<file path="config.mk">
export PLATFORM = sky130hd
export DESIGN_NAME = alu_op_sequencer
export DESIGN_NICKNAME = d
export VERILOG_FILES = /design/src/rtl/alu_op_sequencer.sv
export SDC_FILE = /design/constraint.sdc
export NUM_CORES = 1
export LEC_CHECK = 0
export ABC_AREA = 0
export BUFFER_PORTS_ARGS = -buffer_cell sky130_fd_sc_hd__buf_2
export CORE_ASPECT_RATIO = 1.4
export CORE_MARGIN = 2
export CORE_UTILIZATION = 50
export CTS_CLUSTER_SIZE = 20
export DETAILED_ROUTE_END_ITERATION = 16
export GPL_TIMING_DRIVEN = 0
export PLACE_DENSITY_LB_ADDON = 0.05
export SLEW_MARGIN = 20
export SYNTH_ARGS = -nofsm -noshare
export SYNTH_HDL_FRONTEND = slang
export SYNTH_SLANG_ARGS = --single-unit
export TNS_END_PERCENT = 100
</file>
<file path="constraint.sdc">
create_clock -name clock -period 2 [get_ports clock]
set_clock_uncertainty 0.05 [all_clocks]
set_input_delay 0.4 -clock clock [delete_from_list [all_inputs] [get_ports clock]]
set_output_delay 0.4 -clock clock [all_outputs]
set_load 0.02 [all_outputs]
</file>
<file path="src/rtl/alu_op_sequencer.sv">
// Command-driven front end for the registered 8-bit ALU: issues one operation at a time,
// waits out the ALU latency, traps divide-by-zero and returns results over valid/ready.
module alu_op_sequencer #(
   parameter int ALU_LATENCY = 1,
   parameter int CNT_W       = 16
) (
   input  logic             clock,
   input  logic             reset,
   input  logic             cmd_valid,
   output logic             cmd_ready,
   input  logic [7:0]       cmd_a,
   input  logic [7:0]       cmd_b,
   input  logic [3:0]       cmd_sel,
   output logic [7:0]       alu_a,
   output logic [7:0]       alu_b,
   output logic [3:0]       alu_sel,
   input  logic [7:0]       alu_out,
   input  logic             alu_carry,
   output logic             rsp_valid,
   input  logic             rsp_ready,
   output logic [7:0]       rsp_result,
   output logic             rsp_carry,
   output logic [3:0]       rsp_sel,
   output logic             rsp_error,
   output logic [CNT_W-1:0] op_count,
   output logic [7:0]       err_count
);

   typedef enum logic [1:0] {IDLE, WAIT, TRAP, RESP} state_e;

   // The extra count covers the edge on which the ALU samples alu_*; a trap is timed
   // to answer two edges after acceptance, the same as a single-cycle ALU op.
   localparam logic [2:0] WAIT_LOAD = 3'(ALU_LATENCY + 1);
   localparam logic [2:0] TRAP_LOAD = 3'd2;

   state_e           state_q, state_d;
   logic [2:0]       waitCnt_q, waitCnt_d;
   logic [7:0]       aluA_q, aluA_d;
   logic [7:0]       aluB_q, aluB_d;
   logic [3:0]       aluSel_q, aluSel_d;
   logic [7:0]       rspResult_q, rspResult_d;
   logic             rspCarry_q, rspCarry_d;
   logic [3:0]       rspSel_q, rspSel_d;
   logic             rspError_q, rspError_d;
   logic [CNT_W-1:0] opCount_q, opCount_d;
   logic [7:0]       errCount_q, errCount_d;
   logic             cmdFire;
   logic             rspFire;
   logic             divByZero;

   assign cmd_ready  = reset && (state_q == IDLE);
   assign rsp_valid  = (state_q == RESP);
   assign cmdFire    = cmd_valid && cmd_ready;
   assign rspFire    = rsp_valid && rsp_ready;
   assign divByZero  = (cmd_sel == 4'b0011) && (cmd_b == 8'd0);

   assign alu_a      = aluA_q;
   assign alu_b      = aluB_q;
   assign alu_sel    = aluSel_q;
   assign rsp_result = rspResult_q;
   assign rsp_carry  = rspCarry_q;
   assign rsp_sel    = rspSel_q;
   assign rsp_error  = rspError_q;
   assign op_count   = opCount_q;
   assign err_count  = errCount_q;

   always_comb begin
      state_d     = state_q;
      waitCnt_d   = waitCnt_q;
      aluA_d      = aluA_q;
      aluB_d      = aluB_q;
      aluSel_d    = aluSel_q;
      rspResult_d = rspResult_q;
      rspCarry_d  = rspCarry_q;
      rspSel_d    = rspSel_q;
      rspError_d  = rspError_q;
      opCount_d   = opCount_q;
      errCount_d  = errCount_q;
      case (state_q)
         IDLE: begin
            if (cmdFire) begin
               rspSel_d = cmd_sel;
               if (divByZero) begin
                  // Zeroed operands keep the ALU from ever seeing the trapped divide.
                  aluA_d    = 8'd0;
                  aluB_d    = 8'd0;
                  aluSel_d  = 4'd0;
                  waitCnt_d = TRAP_LOAD;
                  state_d   = TRAP;
               end else begin
                  aluA_d    = cmd_a;
                  aluB_d    = cmd_b;
                  aluSel_d  = cmd_sel;
                  waitCnt_d = WAIT_LOAD;
                  state_d   = WAIT;
               end
            end
         end
         WAIT: begin
            waitCnt_d = waitCnt_q - 3'd1;
            if (waitCnt_q == 3'd1) begin
               rspResult_d = alu_out;
               rspCarry_d  = alu_carry;
               rspError_d  = 1'b0;
               state_d     = RESP;
            end
         end
         TRAP: begin
            waitCnt_d = waitCnt_q - 3'd1;
            if (waitCnt_q == 3'd1) begin
               rspResult_d = 8'd0;
               rspCarry_d  = 1'b0;
               rspError_d  = 1'b1;
               if (errCount_q != 8'hFF) begin
                  errCount_d = errCount_q + 8'd1;
               end
               state_d = RESP;
            end
         end
         RESP: begin
            if (rspFire) begin
               opCount_d = opCount_q + CNT_W'(1);
               state_d   = IDLE;
            end
         end
         default: state_d = IDLE;
      endcase
   end

   always_ff @(posedge clock or negedge reset) begin
      if (!reset) begin
         state_q     <= IDLE;
         waitCnt_q   <= '0;
         aluA_q      <= '0;
         aluB_q      <= '0;
         aluSel_q    <= '0;
         rspResult_q <= '0;
         rspCarry_q  <= 1'b0;
         rspSel_q    <= '0;
         rspError_q  <= 1'b0;
         opCount_q   <= '0;
         errCount_q  <= '0;
      end else begin
         state_q     <= state_d;
         waitCnt_q   <= waitCnt_d;
         aluA_q      <= aluA_d;
         aluB_q      <= aluB_d;
         aluSel_q    <= aluSel_d;
         rspResult_q <= rspResult_d;
         rspCarry_q  <= rspCarry_d;
         rspSel_q    <= rspSel_d;
         rspError_q  <= rspError_d;
         opCount_q   <= opCount_d;
         errCount_q  <= errCount_d;
      end
   end

endmodule
</file>
* Yosys cells after proc, flatten, opt, wreduce, memory -nomap -nowiden
Index checks and enable logic that the tools add are counted.
** Cells by class
- Mux-type cells :: 18
- $add $sub $neg :: 3
- Eq/ne operators :: 11
- Reduce and logical (&&, ||, !) cells :: 15
** Operators by type and width (number)
- $mux 8 :: 4
- $add 16x1->16 const B :: 1
- $pmux 8 s2 :: 1
- $reduce_and 3->1 :: 3
- $add 8x1->8 const B :: 1
- $logic_not 8->1 :: 1
- $mux 2 :: 4
- $ne 8x8->1 const B :: 1
- $ne 2x2->1 const B :: 3
- $pmux 2 s3 :: 1
- $pmux 3 s2 :: 1
- $reduce_and 2->1 :: 3
- $eq 2x2->1 const B :: 2
- $eq 4x2->1 const B :: 1
- $logic_and 1x1->1 :: 4
- $mux 4 :: 1
- $ne 2x1->1 const B :: 2
- $pmux 1 s2 :: 2
- $reduce_bool 2->1 :: 2
- $eq 3x1->1 const B :: 1
- $mux 1 :: 3
- $mux 3 :: 1
- $sub 3x1->3 const B :: 1
- $eq 2x1->1 const B :: 1
- other kinds (2) :: 2
** Word-level totals
- Bits in registers :: 63
- Input port bits :: 33

* Longest topological paths before layout
Gate-level depths: netlist (run 1).
- Depth after elaboration :: 5
- Depth in mapped cells :: 7
- Mapped depth without buffers :: 6

* Least setup slack after synthesis (run 1)
Ideal clock, no wire load.
- Kind :: reg-to-reg
- From :: register state_q[0]
- To :: register opCount_q[13] (netlist: op_count[13])
- Setup time :: 0.129 ns
- Path slack :: 0.341 ns
- Cell stages (with the launch flop) :: 6
- Arrival time :: 1.480 ns
- Clock period less this slack :: 1.659 ns
- Path buffers :: 0
- Cells stage by stage :: dfrtp_1 ha_1 nand3_2 nor4_4 nand3_1 xnor2_1
** On the way
- Longest elaborated chain between the ends :: 3
** Ends and longest elaborated chain
- from (decl) :: line 36 : state_e state_q, state_d;
- from (signal assigned) :: line 144 : state_q <= state_d;
- $eq 2x2->1 * :: line 52 : assign rsp_valid = (state_q == RESP);
- via rsp_valid :: line 19 : output logic rsp_valid,
- $logic_and 1x1->1 :: line 54 : assign rspFire = rsp_valid && rsp_ready;
- $reduce_and 2->1 (no line) *
- to (signal assigned) :: line 153 : opCount_q <= opCount_d;
- to (decl) :: line 45 : logic [CNT_W-1:0] opCount_q, opCount_d;
The timed path passes the listed nets; every way through them passes the cells marked *.
A chain may end at the register's enable or synchronous reset.

* Worst setup path after layout (run 1)
- From :: register state_q[0]
- To :: output cmd_ready
** On the way
- Longest elaborated chain between the ends :: 2
** Ends and longest elaborated chain
- $logic_not 2->1 :: line 51 : assign cmd_ready = reset && (state_q == IDLE);
- $logic_and 1x1->1 :: line 51
- to (decl) :: line 10 : output logic cmd_ready,
Every way passes these cells.

==> flow_summary_export.csv, run 1 <==
group,metric,value,unit
finish,final-instance-count-excl-fill,428,
placed_design,place_congestion,0.7534,
die,fp-row-count,32,
power,power_leakage,1.928,nW
finish,most_used_cells_in_the_layout_excluding_fill_and_tap_cells,"sky130_fd_sc_hd__buf_2, sky130_fd_sc_hd__dfrtp_1, sky130_fd_sc_hd__nand2_1",
finish,antenna_cells_inserted,0,
placed_design,port_buffers,92,
routing,drt_drc_violations_left,0,
synthesis,yosysTopAreaCellShare,0.5565,
placed_design,placedCellCount,409,
synthesis,synth.largest_area_cell,"sky130_fd_sc_hd__dfrtp_1",
grt,track_usage,0.2052,
clock_tree,inserted_clock_buffers,9,
clock_tree,cts-root-to-sink-buffers,2,
hold_path,worst_hold_path_type,"primary input to asynchronous set/reset pin",
routing,detail_route.iter0.violations,100,
power,powerDensity,1464,mW/mm^2
synthesis,synth_top_area_cells,"sky130_fd_sc_hd__dfrtp_1, sky130_fd_sc_hd__nand2_1, sky130_fd_sc_hd__mux2_2",
clock_tree,clkLatencyLatePin,0.33,ns
clock_tree,clk_pin_slew_worst_paths,0.07,ns
placed_design,place_ws,-0.04886,ns
synthesis,ys.warnings.count,0,
routing,detail_route.wirelength,5796,um
synthesis,netlist_area,0.002833,sq mm
clock_tree,ctsRootBufferMaster,"sky130_fd_sc_hd__clkbuf_8",
critical_path,path_cells,"inv_1 > ha_2 > and2_1 > buf_2",
routing,route.antenna.remaining_nets,0,
critical_path,cp.required,1.55,ns
routing,drt_first_pass_iters,4,
die,io_pins,93,
grt,antenna_found_initial,0,
sta,setup_repair_after_global_routing_missed_its_margin,"no",
critical_path,crit_path_max_incr_delay,0.42,ns
synthesis,number_of_register_bits_inferred_by_synthesis,63,
synthesis,post_synthesis_cell_type_count,37,
die,initial_cell_density_of_the_core,0.5164,
placed_design,detailed_place_hpwl,4167,um
grt,pin_count_of_the_biggest_net_entering_global_routing,29,
sta,worst-slew-pin-transition,0.5215,ns
synthesis,synth.net_count,290,
grt,grt_first_pass_wirelength,9639,um
sta,setup_viol_count_final,0,
die,fp.dieArea,0.006292,sq mm
critical_path,cp_arrival,1.43,ns
die,fp.coreArea,0.005485,sq mm
synthesis,ys_async_sr_fraction,1.000,
die,fp.dieW,67.62,um
critical_path,cp-start-kind,"register",
grt,grt_overflow,0,
critical_path,critPathKind,"register to primary output",
grt,grt_pass1_vias,2073,
synthesis,ys_dominant_reg_cell,"sky130_fd_sc_hd__dfrtp_1",
clock_tree,cts_post_setup_buffers_inserted,0,
sta,finalCriticalPeriod,1.881,ns
die,floorplan.die.height,93.06,um
routing,vias,2225,
critical_path,timing.critical_path.to_type,"primary output",
synthesis,synth_area_per_cell,11.42,sq um
finish,layout-area-overhead-vs-synth,30.08,%
sta,final.period_utilization,0.9407,
sta,worst_slew_margin_rel,0.6512,
critical_path,crit_path_top_delay_cell,"sky130_fd_sc_hd__dfrtp_1",
critical_path,crit_path_max_fanout,7,
sta,postLayoutSetupSlackWorst,0.1187,ns
run_status,status,"completed",
clock_tree,tritoncts_num_sinks,63,
sta,timing_hold_violations_final,0,
synthesis,yosysSeqAreaShare,0.5565,
sta,final.setup.tns,0,ns
routing,drt-vias-per-instance,5.199,
finish,fraction_of_layout_cells_with_a_size_suffix_above_1,0.3778,
clock_tree,clock_tree.htree_level_count,3,
critical_path,path_delay_family,"flip-flops",
synthesis,synth_cells,248,
sta,slew_violations,0,
job,max_cap_viol_count,0,
sta,max_clock_freq,0.5315,GHz
finish,mostFrequentLayoutCell,"sky130_fd_sc_hd__buf_2",
routing,wl_per_cell,13.54,um
clock_tree,cts_tree,"done",
power,max-vdd-ir-drop,0.0008505,V
synthesis,synth_enable_flop_cells,0,
finish,fin_nets,398,
critical_path,crit_buf_inv,2,
-- worst min-delay path: cells and delay by family --
kind,cells,cell delay (ns)
buffers and inverters,3,0.38
-- worst paths after layout --
path                                     startpoint                   endpoint  slack (ns)  depth (start not counted)
max in group asynchronous                     reset       alu_b[2]$_DFFE_PN0P_        0.86                          3
hold reg to reg            op_count[15]$_DFFE_PN0P_   op_count[15]$_DFFE_PN0P_        0.42                          1
hold / removal                                reset  rsp_result[2]$_DFFE_PN0P_        0.05                          3
setup reg to reg             state_q[0]$_DFFE_PN0P_   err_count[7]$_DFFE_PN0P_        0.21                          7
setup / recovery             state_q[0]$_DFFE_PN0P_                  cmd_ready        0.12                          4
min in group clock                         cmd_a[2]       alu_a[2]$_DFFE_PN0P_        0.23                          2
-- cell families (layout without fill, tap and decap cells) --
family | after synthesis | in the layout | share of synthesized area
and+or+nand+nor | 86 | 86 | 0.1714
DFF | 63 | 63 | 0.5565
AOI/OAI and AO/OA | 42 | 42 | 0.09717
xor gates and xnor gates | 22 | 22 | 0.06802
buffers and inverters | 14 | 126 | 0.01987
muxes | 12 | 12 | 0.04726
adders and majority gates | 9 | 9 | 0.03975
-- layer usage --
| layer | global-route usage | part of all wire | vias up |
|---|---|---|---|
| li1 | - | - | 1079 |
| met1 | 0.2656 | 0.44 | 1061 |
| met2 | 0.3088 | 0.47 | 72 |
| met3 | 0.05535 | 0.067 | 13 |
| met4 | 0.1088 | 0.026 | 0 |
| met5 | 0 | 0 | - |
-- synthesized netlist by cell type (all sizes together), types with 2 or more instances --
cell    number
a21o         2
a21oi       10
a22o        10
a31oi        4
and2         2
and3         3
buf          2
clkbuf       4
dfrtp       63
ha           9
inv          8
mux2        11
nand2       34
nand2b       2
nand3       10
nand4        7
nor2         7
nor2b       10
nor3         5
nor4         4
o21ai       11
xnor2       12
xor2        10
-- final cells by class --
| cell class | count | area [sq um] |
|---|---|---|
| inverter | 8 | 30.03 |
| tap | 68 | 85.08 |
| multi-input combinational | 171 | 1216 |
| timing repair buffer | 97 | 553.0 |
| fill | 467 | 1800 |
| sequential | 63 | 1577 |
| clock buffer | 12 | 155.1 |
| buffer | 6 | 26.28 |
| clock inverter | 3 | 42.54 |
-- timing repair --
action	4_1_cts	5_1_grt
hold endpoints to repair	25	0
setup endpoints to repair	0	3
hold buffers	4	0
resized for setup	0	4
-- state kept, by name, summed over array words and instances (netlist names) --
| name | cells |
|---|---|
| op_count | 16 |
| alu_a | 8 |
| alu_b | 8 |
| err_count | 8 |
| rsp_result | 8 |
| alu_sel | 4 |
| rsp_sel | 4 |
| waitCnt_q | 3 |
| state_q | 2 |
| rsp_carry | 1 |
| rsp_error | 1 |
-- stage by stage --
| step | utilization | power, W | instance area [sq um] | hold slack [ns] |
|---|---|---|---|---|
| 2_1_floorplan | - | 0.003573 | 2833 | 0.05441 |
| 3_3_place_gp | 0.6159 | 0.004240 | 3378 | 0.4060 |
| 4_1_cts | 0.6688 | 0.005449 | 3669 | 0.03716 |
| 5_1_grt | 0.6718 | 0.005795 | 3685 | 0.05340 |
| 3_5_place_dp | 0.6200 | 0.004311 | 3401 | 0.2803 |
| 6_report | 0.6718 | 0.005396 | 3685 | 0.05081 |
-- power breakdown --
part	internal, W	total [W]	leakage, nW	switching (W)
sequential	0.00172	0.00205	0.776	0.000322
clock	0.000635	0.00109	0.0985	0.000457
combinational	0.000921	0.00226	1.05	0.00134
Power figures use the tool's default switching activity.
==> run 2: changes to the inputs <==
--- a/config.mk
+++ b/config.mk
@@ -5,11 +5,11 @@
 export SDC_FILE = /design/constraint.sdc
 export NUM_CORES = 1
 export LEC_CHECK = 0
-export ABC_AREA = 0
 export BUFFER_PORTS_ARGS = -buffer_cell sky130_fd_sc_hd__buf_2
 export CORE_ASPECT_RATIO = 1.4
 export CORE_MARGIN = 2
-export CORE_UTILIZATION = 50
+export CORE_UTILIZATION = 52
+export CTS_BUF_LIST = sky130_fd_sc_hd__clkbuf_4 sky130_fd_sc_hd__clkbuf_8
 export CTS_CLUSTER_SIZE = 20
 export DETAILED_ROUTE_END_ITERATION = 16
 export GPL_TIMING_DRIVEN = 0
==> run 2 against run 1 <==
Final area shrank 2.2%; global-route usage up 0.55 points; final cell count down 1.2%; sequential cell count unchanged; combinational power is essentially flat; via count decreased by 1.7%; non-clock buffer count shrank 3; core utilization rose by 2.2 points; register-to-register slack worse by 0.03 ns; largest cell class unchanged.
==> flow_summary_export.csv, run 2 (synthesis gave the netlist of run 1 again) <==
group,metric,value,unit
critical_path,cp.required,1.55,ns
routing,drt_drc_violations_left,0,
critical_path,cp_arrival,1.43,ns
grt,grt_overflow,0,
critical_path,crit-reg2reg-capture,"err_count[7]$_DFFE_PN0P_",
routing,vias,2188,
placed_design,port_buffers,92,
critical_path,setup.reg_to_reg.worst_slack,0.18,ns
sta,worst-slew-pin-transition,0.4763,ns
grt,grt_first_pass_wirelength,9625,um
finish,max_reg_flops,16,
critical_path,cp-start-kind,"register",
clock_tree,clock_tree.htree_level_count,3,
sta,max_clock_freq,0.5328,GHz
finish,fraction_of_layout_cells_with_a_size_suffix_above_1,0.3697,
critical_path,regToRegStartpoint,"state_q[0]$_DFFE_PN0P_",
routing,highest_layer,"met4",
grt,antenna_found_initial,0,
critical_path,critical_path.endpoint,"cmd_ready",
job,max_cap_viol_count,0,
critical_path,worstSetupStartpoint,"state_q[1]$_DFFE_PN0P_",
placed_design,place_congestion,0.7096,
routing,route.antenna.remaining_nets,0,
finish,mostFrequentLayoutCell,"sky130_fd_sc_hd__buf_2",
clock_tree,clkLatencyLatePin,0.34,ns
finish,most_used_cells_in_the_layout_excluding_fill_and_tap_cells,"sky130_fd_sc_hd__buf_2, sky130_fd_sc_hd__dfrtp_1, sky130_fd_sc_hd__nand2_1",
die,fp.dieW,66.38,um
clock_tree,cts_tree,"done",
sta,setup_repair_after_global_routing_missed_its_margin,"no",
finish,final-instance-count-excl-fill,423,
critical_path,crit_path_max_fanout,7,
critical_path,timing.critical_path.to_type,"primary output",
finish,antenna_cells_inserted,0,
power,power_leakage,1.900,nW
finish,fin_nets,395,
die,fp.coreArea,0.005197,sq mm
power,powerDensity,1469,mW/mm^2
die,fp.dieArea,0.006062,sq mm
clock_tree,ctsRootBufferMaster,"sky130_fd_sc_hd__clkbuf_8",
grt,track_usage,0.2107,
routing,drt_first_pass_iters,4,
clock_tree,inserted_clock_buffers,9,
placed_design,placedCellCount,407,
clock_tree,cts-root-to-sink-buffers,2,
power,max-vdd-ir-drop,0.0009196,V
hold_path,worst_hold_path_type,"primary input to asynchronous set/reset pin",
sta,timing_hold_violations_final,0,
finish,finish.utilization,0.6933,
routing,wl_per_cell,13.85,um
sta,finalCriticalPeriod,1.877,ns
critical_path,critPathKind,"register to primary output",
die,initial_cell_density_of_the_core,0.5450,
routing,met2RoutedLength,3079,um
sta,worst_slew_margin_rel,0.6818,
grt,pin_count_of_the_biggest_net_entering_global_routing,40,
clock_tree,tritoncts_num_sinks,63,
critical_path,reg2regPathDepth,7,
die,io_pins,93,
sta,final.period_utilization,0.9384,
routing,detailroute.wirelength.met3,277,um
finish,layout-area-overhead-vs-synth,27.21,%
sta,final.setup.tns,0,ns
run_status,status,"completed",
routing,drt-vias-per-instance,5.173,
sta,slew_violations,0,
sta,setup_viol_count_final,0,
clock_tree,clk_pin_slew_worst_paths,0.07,ns
die,floorplan.die.height,91.33,um
routing,route.layer.met1.wl,2394,um
routing,detail_route.iter0.violations,86,
placed_design,detailed_place_hpwl,4290,um
die,fp-row-count,31,
grt,grt_pass1_vias,2162,
routing,detail_route.wirelength,5859,um
## run 2: what timing repair did
action | 4_1_cts | 5_1_grt
hold buffers | 1 | 0
hold endpoints to repair | 24 | 0
buffers inserted | 0 | 0
endpoints found under the setup margin | 0 | 2
gates resized for setup | 0 | 1
## run 2: how the worst min path moves through the flow
| stage | from | to | slack [ns] | cells after the start |
|---|---|---|---|---|
| finish | reset | err_count[1]$_DFFE_PN0P_ | 0.03 | 2 |
| global placement | rsp_sel[3]$_DFFE_PN0P_ | rsp_sel[3]$_DFFE_PN0P_ | 0.41 | 2 |
| global route | reset | err_count[1]$_DFFE_PN0P_ | 0.04 | 2 |
| detailed placement | reset | err_count[0]$_DFFE_PN0P_ | 0.30 | 1 |
| CTS | reset | err_count[0]$_DFFE_PN0P_ | 0.02 | 2 |
| floorplan | reset | alu_a[0]$_DFFE_PN0P_ | 0.05 | 0 |
## run 2: critical path, cell delays in order (launching register included)
cell	delay, ns
sky130_fd_sc_hd__dfrtp_1	0.41
sky130_fd_sc_hd__inv_1	0.13
sky130_fd_sc_hd__ha_2	0.26
sky130_fd_sc_hd__and2_1	0.14
sky130_fd_sc_hd__buf_2	0.15
## run 2: final cells by class
type / instances / area, sq um
plain buffers: 6 / 26.28
well taps: 66 / 82.58
flip-flops and latches: 63 / 1577
clock inverters: 3 / 17.52
clock buffers: 12 / 165.2
inverters: 8 / 30.03
repair buffers: 94 / 503.0
fillers: 441 / 1594
multi-input cells: 171 / 1202
## run 2: layer usage
layer,GRT usage,up-vias
li1,-,1068
met1,0.2393,1050
met2,0.3600,60
met3,0.04461,10
met4,0.1122,0
met5,0,-
## run 2: through the flow
step | hold slack, ns | setup WS (ns) | power, W | instance area [sq um]
final | 0.03050 | 0.1233 | 0.005292 | 3603
after global routing | 0.03847 | 0.02275 | 0.005655 | 3603
after CTS | 0.02473 | 0.05408 | 0.005341 | 3601
after global placement | 0.4075 | -0.8752 | 0.004236 | 3376
after detailed placement | 0.3005 | 0.1623 | 0.004306 | 3398
after floorplan | 0.05441 | 0.3408 | 0.003573 | 2833
## run 2: where the power goes
group,internal (W),switching (W)
Sequential,0.00172,0.000317
Combinational,0.000910,0.00133
Clock,0.000540,0.000472
Total,0.00317,0.00212
